**config.mk**
```make
export PLATFORM = sky130hd
export DESIGN_NAME = decode_stage_q_flat
export DESIGN_NICKNAME = d
export VERILOG_FILES = /design/src/rtl/decode_stage_q_pkg.sv /design/src/rtl/decode_stage_q_if.sv /design/src/rtl/decode_stage_q_fifo.sv /design/src/rtl/decode_stage_q.sv /design/src/flat_wrapper.sv
export SDC_FILE = /design/constraint.sdc
export NUM_CORES = 1
export LEC_CHECK = 0
export CAP_MARGIN = 20
export CORE_AREA = 4 4 181 183
export CTS_CLUSTER_DIAMETER = 60
export DETAILED_ROUTE_END_ITERATION = 8
export DIE_AREA = 0 0 185 187
export SLEW_MARGIN = 25
export SYNTH_ARGS = -nofsm -noshare
export SYNTH_HDL_FRONTEND = slang
export SYNTH_SLANG_ARGS = --single-unit
```
**constraint.sdc**
```tcl
create_clock -name clk_i -period 26.2 [get_ports clk_i]
set_clock_uncertainty 0.1 [all_clocks]
set_input_delay 5.24 -clock clk_i [delete_from_list [all_inputs] [get_ports clk_i]]
set_output_delay 5.24 -clock clk_i [all_outputs]
set_load 0.1 [all_outputs]
```
**src/rtl/decode_stage_q_pkg.sv**
```systemverilog
// Shared types for the queued RV32I decode stage: opcodes, instruction
// formats and the decoded packet handed to the execute stage.
package decode_stage_q_pkg;

    typedef enum logic [6:0] {
        OP_LD    = 7'b0000011,
        OP_IMM   = 7'b0010011,
        OP_AUIPC = 7'b0010111,
        OP_ST    = 7'b0100011,
        OP_REG   = 7'b0110011,
        OP_LUI   = 7'b0110111,
        OP_BR    = 7'b1100011,
        OP_JALR  = 7'b1100111,
        OP_JAL   = 7'b1101111
    } rvga_opcode_e;

    typedef enum logic [2:0] {
        TYPE_R = 3'd0,
        TYPE_I = 3'd1,
        TYPE_S = 3'd2,
        TYPE_B = 3'd3,
        TYPE_U = 3'd4,
        TYPE_J = 3'd5,
        TYPE_E = 3'd6
    } rvga_inst_type_e;

    localparam logic [2:0] F3_ADDSUB = 3'd0;
    localparam logic [2:0] F3_SLL    = 3'd1;
    localparam logic [2:0] F3_SRX    = 3'd5;

    typedef struct packed {
        logic       rd_w_v;
        logic       dcache_w_v;
        logic       dcache_r_v;
        logic [2:0] funct3;
        logic       imm_v;
        logic       rs1_pc_sel;
        logic       imm_passthrough_v;
        logic       alt_art;
        logic       branch_v;
        logic       jump_v;
    } rvga_cword_s;

    typedef struct packed {
        logic [6:0]      opcode;
        rvga_inst_type_e inst_type;
        logic            illegal;
    } rvga_dword_s;

    typedef struct packed {
        logic [31:0] pc;
        logic [4:0]  rs1;
        logic [4:0]  rs2;
        logic [4:0]  rd;
        logic [31:0] imm;
        rvga_cword_s cword;
        rvga_dword_s dword;
    } rvga_decode_pkt_s;

    // Sign-extend a 12-bit I/S-format immediate to 32 bits.
    function automatic logic [31:0] sext12(input logic [11:0] v);
        return {{20{v[11]}}, v};
    endfunction

endpackage

```
**src/rtl/decode_stage_q_if.sv**
```systemverilog
// Fetch-side and execute-side handshake bundle of the decode stage.
// slave = the decode stage itself, master = its surroundings.
interface decode_stage_q_if;
    import decode_stage_q_pkg::*;

    logic             ifetch_v_i;
    logic             ifetch_ready_o;
    logic [31:0]      ifetch_pc_i;
    logic [31:0]      ifetch_inst_i;
    logic             decode_v_o;
    logic             decode_ready_i;
    rvga_decode_pkt_s decode_pkt_o;

    modport slave (
        input  ifetch_v_i, ifetch_pc_i, ifetch_inst_i, decode_ready_i,
        output ifetch_ready_o, decode_v_o, decode_pkt_o
    );

    modport master (
        output ifetch_v_i, ifetch_pc_i, ifetch_inst_i, decode_ready_i,
        input  ifetch_ready_o, decode_v_o, decode_pkt_o
    );
endinterface

```
**src/rtl/decode_stage_q_fifo.sv**
```systemverilog
// Generic DEPTH-entry FIFO (rvga_fifo role): storage, wrapping pointers
// and occupancy count. DEPTH need not be a power of two. data_o is a
// registered copy of the head entry that keeps its value when empty.
module decode_stage_q_fifo #(
    parameter int  DEPTH = 2,
    parameter type T     = logic [7:0]
) (
    input  logic                       clk_i,
    input  logic                       rst_i,
    input  logic                       clr_i,
    input  logic                       push_i,
    input  logic                       pop_i,
    input  T                           data_i,
    output T                           data_o,
    output logic [$clog2(DEPTH+1)-1:0] count_o
);
    localparam int PW = (DEPTH > 1) ? $clog2(DEPTH) : 1;
    localparam int CW = $clog2(DEPTH+1);

    T              r_mem [DEPTH];
    T              r_head;
    logic [PW-1:0] r_rd_ptr;
    logic [PW-1:0] r_wr_ptr;
    logic [CW-1:0] r_count;
    logic [PW-1:0] w_rd_ptr_inc;
    logic [PW-1:0] w_wr_ptr_inc;

    function automatic logic [PW-1:0] ptr_inc(input logic [PW-1:0] p);
        return (p == PW'(DEPTH-1)) ? '0 : p + 1'b1;
    endfunction

    assign w_rd_ptr_inc = ptr_inc(r_rd_ptr);
    assign w_wr_ptr_inc = ptr_inc(r_wr_ptr);
    assign data_o       = r_head;
    assign count_o      = r_count;

    // Storage array, written at the write pointer; no reset so it maps to RAM.
    always_ff @(posedge clk_i) begin
        if (push_i) begin
            r_mem[r_wr_ptr] <= data_i;
        end
    end

    // Pointers, count and head register; clear wins over push/pop.
    always_ff @(posedge clk_i or posedge rst_i) begin
        if (rst_i) begin
            r_rd_ptr <= '0;
            r_wr_ptr <= '0;
            r_count  <= '0;
            r_head   <= '0;
        end else if (clr_i) begin
            r_rd_ptr <= '0;
            r_wr_ptr <= '0;
            r_count  <= '0;
        end else begin
            if (push_i) r_wr_ptr <= w_wr_ptr_inc;
            if (pop_i)  r_rd_ptr <= w_rd_ptr_inc;
            if (push_i && !pop_i)      r_count <= r_count + 1'b1;
            else if (pop_i && !push_i) r_count <= r_count - 1'b1;
            // The incoming entry becomes head when the queue is (or is becoming) empty.
            if (push_i && ((r_count == '0) || (pop_i && (r_count == CW'(1)))))
                r_head <= data_i;
            else if (pop_i && (r_count > CW'(1)))
                r_head <= r_mem[w_rd_ptr_inc];
        end
    end
endmodule

```
**src/rtl/decode_stage_q.sv**
```systemverilog
// Queued RV32I decode stage: combinational decode of the fetch packet,
// written into a DEPTH-entry FIFO toward execute, with pipeline flush.
// Optional macro RVGA_DECODE_ILLEGAL_EN enables illegal-instruction marking.
module decode_stage_q
    import decode_stage_q_pkg::*;
#(
    parameter int DEPTH = 2
) (
    input  logic                       clk_i,
    input  logic                       rst_i,
    input  logic                       flush_i,
    decode_stage_q_if.slave            bus,
    output logic [$clog2(DEPTH+1)-1:0] count_o
);
    localparam int CW = $clog2(DEPTH+1);

    logic [31:0]      w_inst;
    logic [2:0]       w_funct3;
    logic [31:0]      w_imm_i, w_imm_s, w_imm_b, w_imm_u, w_imm_j;
    rvga_decode_pkt_s w_dec;
    rvga_decode_pkt_s w_head;
    logic             w_push;
    logic             w_pop;
    logic [CW-1:0]    w_count;
`ifdef RVGA_DECODE_ILLEGAL_EN
    logic [6:0]       w_funct7;
    logic             w_illegal;
    assign w_funct7 = w_inst[31:25];
`endif

    assign w_inst   = bus.ifetch_inst_i;
    assign w_funct3 = w_inst[14:12];
    assign w_imm_i  = sext12(w_inst[31:20]);
    assign w_imm_s  = sext12({w_inst[31:25], w_inst[11:7]});
    assign w_imm_b  = {{19{w_inst[31]}}, w_inst[31], w_inst[7], w_inst[30:25], w_inst[11:8], 1'b0};
    assign w_imm_u  = {w_inst[31:12], 12'b0};
    assign w_imm_j  = {{11{w_inst[31]}}, w_inst[31], w_inst[19:12], w_inst[20], w_inst[30:21], 1'b0};

    // Ready depends only on occupancy, never on the downstream ready.
    assign bus.ifetch_ready_o = !rst_i && (w_count < CW'(DEPTH));
    assign bus.decode_v_o     = (w_count != '0);
    assign bus.decode_pkt_o   = w_head;
    assign count_o            = w_count;
    assign w_push = bus.ifetch_v_i && bus.ifetch_ready_o && !flush_i;
    assign w_pop  = bus.decode_v_o && bus.decode_ready_i && !flush_i;

    // Decoder: field slicing, per-opcode control word and immediate selection.
    always_comb begin
        w_dec              = '0;
        w_dec.pc           = bus.ifetch_pc_i;
        w_dec.rs1          = w_inst[19:15];
        w_dec.rs2          = w_inst[24:20];
        w_dec.rd           = w_inst[11:7];
        w_dec.cword.funct3 = w_funct3;
        w_dec.dword.opcode = w_inst[6:0];
        w_dec.dword.inst_type = TYPE_E;
`ifdef RVGA_DECODE_ILLEGAL_EN
        w_illegal = 1'b0;
`endif
        case (w_inst[6:0])
            OP_LUI: begin
                w_dec.dword.inst_type = TYPE_U;
                w_dec.imm = w_imm_u;
                w_dec.cword.imm_v = 1'b1;
                w_dec.cword.rd_w_v = 1'b1;
                w_dec.cword.imm_passthrough_v = 1'b1;
            end
            OP_AUIPC: begin
                w_dec.dword.inst_type = TYPE_U;
                w_dec.imm = w_imm_u;
                w_dec.cword.imm_v = 1'b1;
                w_dec.cword.rd_w_v = 1'b1;
                w_dec.cword.rs1_pc_sel = 1'b1;
                w_dec.cword.funct3 = F3_ADDSUB;
            end
            OP_JAL: begin
                w_dec.dword.inst_type = TYPE_J;
                w_dec.imm = w_imm_j;
                w_dec.cword.imm_v = 1'b1;
                w_dec.cword.rd_w_v = 1'b1;
                w_dec.cword.jump_v = 1'b1;
                w_dec.cword.rs1_pc_sel = 1'b1;
            end
            OP_JALR: begin
                w_dec.dword.inst_type = TYPE_I;
                w_dec.imm = w_imm_i;
                w_dec.cword.imm_v = 1'b1;
                w_dec.cword.rd_w_v = 1'b1;
                w_dec.cword.jump_v = 1'b1;
`ifdef RVGA_DECODE_ILLEGAL_EN
                if (w_funct3 != 3'd0) w_illegal = 1'b1;
`endif
            end
            OP_BR: begin
                w_dec.dword.inst_type = TYPE_B;
                w_dec.imm = w_imm_b;
                w_dec.cword.imm_v = 1'b1;
                w_dec.cword.branch_v = 1'b1;
`ifdef RVGA_DECODE_ILLEGAL_EN
                if ((w_funct3 == 3'd2) || (w_funct3 == 3'd3)) w_illegal = 1'b1;
`endif
            end
            OP_LD: begin
                w_dec.dword.inst_type = TYPE_I;
                w_dec.imm = w_imm_i;
                w_dec.cword.imm_v = 1'b1;
                w_dec.cword.dcache_r_v = 1'b1;
                w_dec.cword.rd_w_v = 1'b1;
            end
            OP_ST: begin
                w_dec.dword.inst_type = TYPE_S;
                w_dec.imm = w_imm_s;
                w_dec.cword.imm_v = 1'b1;
                w_dec.cword.dcache_w_v = 1'b1;
            end
            OP_IMM: begin
                w_dec.dword.inst_type = TYPE_I;
                // Shift-immediates carry only a 5-bit shamt; inst[30] selects arithmetic.
                if ((w_funct3 == F3_SLL) || (w_funct3 == F3_SRX))
                    w_dec.imm = {27'b0, w_inst[24:20]};
                else
                    w_dec.imm = w_imm_i;
                w_dec.cword.imm_v = 1'b1;
                w_dec.cword.rd_w_v = 1'b1;
                w_dec.cword.alt_art = (w_funct3 == F3_SRX) && w_inst[30];
`ifdef RVGA_DECODE_ILLEGAL_EN
                if ((w_funct3 == F3_SLL) && (w_funct7 != 7'h00)) w_illegal = 1'b1;
                if ((w_funct3 == F3_SRX) && (w_funct7 != 7'h00) && (w_funct7 != 7'h20)) w_illegal = 1'b1;
`endif
            end
            OP_REG: begin
                w_dec.dword.inst_type = TYPE_R;
                w_dec.cword.rd_w_v = 1'b1;
                w_dec.cword.alt_art = ((w_funct3 == F3_SRX) || (w_funct3 == F3_ADDSUB)) && w_inst[30];
`ifdef RVGA_DECODE_ILLEGAL_EN
                if ((w_funct7 != 7'h00) && (w_funct7 != 7'h20)) w_illegal = 1'b1;
                if ((w_funct7 == 7'h20) && (w_funct3 != F3_ADDSUB) && (w_funct3 != F3_SRX)) w_illegal = 1'b1;
`endif
            end
            default: begin
`ifdef RVGA_DECODE_ILLEGAL_EN
                w_illegal = 1'b1;
`endif
            end
        endcase
`ifdef RVGA_DECODE_ILLEGAL_EN
        // An illegal instruction must not cause any architectural side effect.
        if (w_illegal) begin
            w_dec.cword.rd_w_v = 1'b0;
            w_dec.cword.dcache_w_v = 1'b0;
            w_dec.cword.dcache_r_v = 1'b0;
            w_dec.cword.imm_v = 1'b0;
            w_dec.cword.rs1_pc_sel = 1'b0;
            w_dec.cword.imm_passthrough_v = 1'b0;
            w_dec.cword.alt_art = 1'b0;
            w_dec.cword.branch_v = 1'b0;
            w_dec.cword.jump_v = 1'b0;
        end
        w_dec.dword.illegal = w_illegal;
`endif
    end

    decode_stage_q_fifo #(
        .DEPTH (DEPTH),
        .T     (rvga_decode_pkt_s)
    ) u_fifo (
        .clk_i   (clk_i),
        .rst_i   (rst_i),
        .clr_i   (flush_i),
        .push_i  (w_push),
        .pop_i   (w_pop),
        .data_i  (w_dec),
        .data_o  (w_head),
        .count_o (w_count)
    );
endmodule

```
**src/flat_wrapper.sv**
```systemverilog
// flat-port wrapper written by rule: the top's interface ports become plain ports
module decode_stage_q_flat import decode_stage_q_pkg::*;
#(
    parameter int DEPTH = 2
)
  (clk_i, rst_i, flush_i, count_o, bus_ifetch_v_i, bus_ifetch_pc_i, bus_ifetch_inst_i, bus_decode_ready_i, bus_ifetch_ready_o, bus_decode_v_o, bus_decode_pkt_o);
  decode_stage_q_if bus_i ();
  input  logic clk_i;
  input  logic rst_i;
  input  logic flush_i;
  output logic [$clog2(DEPTH+1)-1:0] count_o;
  input wire logic [$bits(bus_i.ifetch_v_i)-1:0] bus_ifetch_v_i;
  input wire logic [$bits(bus_i.ifetch_pc_i)-1:0] bus_ifetch_pc_i;
  input wire logic [$bits(bus_i.ifetch_inst_i)-1:0] bus_ifetch_inst_i;
  input wire logic [$bits(bus_i.decode_ready_i)-1:0] bus_decode_ready_i;
  output wire logic [$bits(bus_i.ifetch_ready_o)-1:0] bus_ifetch_ready_o;
  output wire logic [$bits(bus_i.decode_v_o)-1:0] bus_decode_v_o;
  output wire logic [$bits(bus_i.decode_pkt_o)-1:0] bus_decode_pkt_o;
  assign bus_i.ifetch_v_i = bus_ifetch_v_i;
  assign bus_i.ifetch_pc_i = bus_ifetch_pc_i;
  assign bus_i.ifetch_inst_i = bus_ifetch_inst_i;
  assign bus_i.decode_ready_i = bus_decode_ready_i;
  assign bus_ifetch_ready_o = bus_i.ifetch_ready_o;
  assign bus_decode_v_o = bus_i.decode_v_o;
  assign bus_decode_pkt_o = bus_i.decode_pkt_o;
  decode_stage_q #(.DEPTH(DEPTH)) u_core (.clk_i(clk_i), .rst_i(rst_i), .flush_i(flush_i), .bus(bus_i), .count_o(count_o));
endmodule
```
==> summary.txt <==
Clocking
  – Root buffer cell: clkbuf_16
  – Worst skew pair latency: 0.50 ns
  – Clock slew at reported path FFs: 0.05 ns
  – H-tree depth: 2
  – Hold-fix buffers, CTS: 0
  – CTS tree: built
  – Cts bufs inserted: 35
  – PostCTS Resize Cnt: 0
  – Maximum root-to-sink buffer count: 3
  – Post CTS Setup Buffer Count: 0
  – Clk sink count: 307

STA
  – Worst slew margin: approximately a quarter
  – Setup ws final: 13.90 ns
  – Sum of negative setup slack: 0 ns
  – RSZ-0062 raised after global routing: false
  – Hold Fails Final Rpt: 0
  – Worst-margin pin slew: roughly 1.1 ns
  – Slew Limit Fails: 0
  – Max Fclk: 81.3 MHz
  – Setup Viol. Count Final: 0
  – Crit path time final: 12.30 ns
  – Period utilization: 47.0%

Worst setup path
  – Critical path fanouts, max: 3
  – Nature of the critical path endpoint: primary output
  – Worst EP arrival: 6.96 ns
  – Flop-to-flop setup slack: 22.67 ns
  – Largest stage delay, worst path: 1.13 ns
  – CP Class: input port to primary output
  – CP startpoint: rst_i
  – Worst EP required: 20.86 ns
  – Slowest-stage cell, CP: clkdlybuf4s50_1
  – CP Launch Type: input port
  – CP dominant cell by count: clkdlybuf4s50_1
  – Crit path cell chain: clkdlybuf4s50_1 -> nor2_1 -> clkdlybuf4s50_1
  – Critical R2R Launch: u_core.u_fifo.count_o[1]

GRT
  – Largest net degree at the start of global routing: 88
  – Antenna violations before repair: 0
  – Tot GR Track Use: 17.6%
  – First-pass GRT wire length: about 48 mm
  – Vias in the first global route: 8348
  – GRT Residual Overflow: 0

Placement
  – Detailed placement HPWL: 18.8 mm
  – PortBufs: 173
  – Dpl ws: 13.89 ns
  – Placer Congestion: roughly 0.72

Power and ir drop
  – Total Power: 2.07 mW
  – Pleak: 5.78 nW
  – VDD IR max: ~95 uV
  – Power per Cell Area: 129 nW/um^2

Min path
  – Min-delay src: u_core.u_fifo.data_o[10]
  – Hold crit path type: flop to flop

Synth
  – Yosys top cell by area: edfxtp_1
  – Yosys warning count: 0
  – Post-synth EDFFs: 202
  – Synth cell types: 55
  – Top post-synthesis cells by area: edfxtp_1 47%, dfrtp_1 20%, a211oi_1 4.1%, o31ai_1 4.0%, nor2b_1 3.5%
  – Yosys top cell area share: 47.1%
  – Syn Area/Cell: 13.1 sq um
  – Synth Instances: around 1000
  – Top_reg_cell synth: edfxtp_1
  – Synth Cell Area: around 13000 sq um
  – Number of synthesized register bits: between 300 and 400
  – Syn_nets: 1057
  – Ys async rst share: 34.2%
  – Post-synthesis sequential area ratio: 67.5%

Drt
  – Antenna viol nets, final: 0
  – Via count: 8402
  – First-pass iteration count of the detailed router: 5
  – Starting DRT DRC Count: 430
  – Wirelength per Cell: 20.1 um
  – DRC: 0
  – Vias per cell: 5.38
  – Total Wirelength: 31.4 mm

Layout
  – Syn-to-layout area delta: 24.9%
  – FILL cells: 2708
  – Number of diodes: 0
  – Share of layout cells above drive strength 1: 9.66%
  – Layout Nets: ~1200

Run
  – Max cap viols: 0

Die
  – Chip Width: 185 um
  – Core area: roughly 31000 sq um
  – Full die area: ~35000 sq um
  – Die Ht: 187 um
  – Starting density of the core: about two fifths
  – Rows: 65
  – Ports: 175

Status
  – Outcome: finished clean
## worst max-delay path: cells and delay by family
family | cells | cell delay, ns
buffers and inverters | 2 | 1.60
and+or+nand+nor | 1 | 0.12
## final timing paths
path | end | depth (start not counted)
worst max-delay path | bus_ifetch_ready_o | 3
worst min-delay path | u_core.u_fifo.data_o[10] | 2
worst max register to register | u_core.u_fifo.data_o[25] | 8
worst min register to register | u_core.u_fifo.data_o[10] | 2
max in group asynchronous | u_core.u_fifo.r_rd_ptr | 3
min in group asynchronous | u_core.u_fifo.data_o[92] | 2
## report_power, final
part	leakage, nW	switching, mW	internal [mW]
Combinational	2.02	0.730	0.223
Clock	0.541	0.184	0.281
Sequential	3.21	0.0514	0.606
## metal layers
layer	part of all wire, %	vias to the layer above	track usage, %
met1	46	4156	25.5
met3	5.5	42	3.40
met4	1.5	0	3.87
li1	-	3982	-
met5	0	-	0
met2	47	222	27.9
## state kept, by name, summed over array words and instances (netlist names)
register and flops:
u_core.u_fifo.count_o 2, u_core.u_fifo.r_rd_ptr 1, u_core.u_fifo.r_wr_ptr 1, u_core.u_fifo.data_o 101
u_core.u_fifo.r_mem 202
## cell families after synthesis
group	after synthesis	synth area share [%]
AND/OR/NAND/NOR	312	11.7
flip-flops	307	67.5
AO/OA/AOI/OAI	218	12.8
buffers and inverters	84	2.64
multiplexers	58	4.78
XOR/XNOR	4	0.272
adder cells (fa/ha/maj)	2	0.194
other	1	0.0291
## synth_stat cells (all sizes together) (2+ instances only)
cell and number:
nand3 16, a22oi 11, nor2 93, nor3 5
a21oi 17, nand4b 2, a22o 4, ha 2
xnor2 3, a221oi 3, o21ai 4, nand2 90
a221o 7, nand4 6, inv 6, nand3b 2
and2 2, and3b 2, and3 8, dfrtp 105
buf 21, or3 3, o211ai 10, clkbuf 57
mux2 28, or3b 3, mux2i 30, nor2b 72
o31ai 69, nand2b 2, o21a 3, a211oi 70
nand4bb 2, edfxtp 202, o22ai 2, a21o 11
## cell type report
class	count	area [sq um]	share of cell area (%)
multi-input combinational	595	3870	24.1
inverter	6	25.0	0.156
timing repair buffer	191	1880	11.7
tap	402	503	3.13
clock inverter	4	22.5	0.140
sequential	307	8700	54.1
clock buffer	57	1080	6.72
## placed cells by master (no fill, tap or decap), types with 3 or more instances in the layout
master             n
a21oi_1           17
mux2i_1           30
o31ai_1           69
buf_4             16
or3_1              3
a221oi_1           3
mux2_2            28
a22o_1             4
o21a_1             3
o21ai_0            4
nor2_1            93
clkbuf_16         37
o211ai_2           7
dfrtp_1          104
edfxtp_1         202
nor3_1             3
a21o_1            11
xnor2_1            3
clkbuf_1          12
clkbuf_8           8
nand2_1           90
and3_1             7
clkdlybuf4s50_1  172
nand3_1           15
nand4_1            6
a211oi_1          70
nor2b_1           72
a221o_1            7
a22oi_1           11
o211ai_1           3
inv_1              5
## through the flow
stage	hold slack, ns	std cells	instance area, sq um	util (%)
after floorplan	0.419	986	12900	-
after detailed placement	0.395	1500	15000	47.9
after global routing	0.438	1562	16100	51.5
final	0.407	1562	16100	51.5
after CTS	0.407	1561	16100	51.4
after global placement	0.386	1500	15000	47.9
Power figures use the tool's default switching activity.
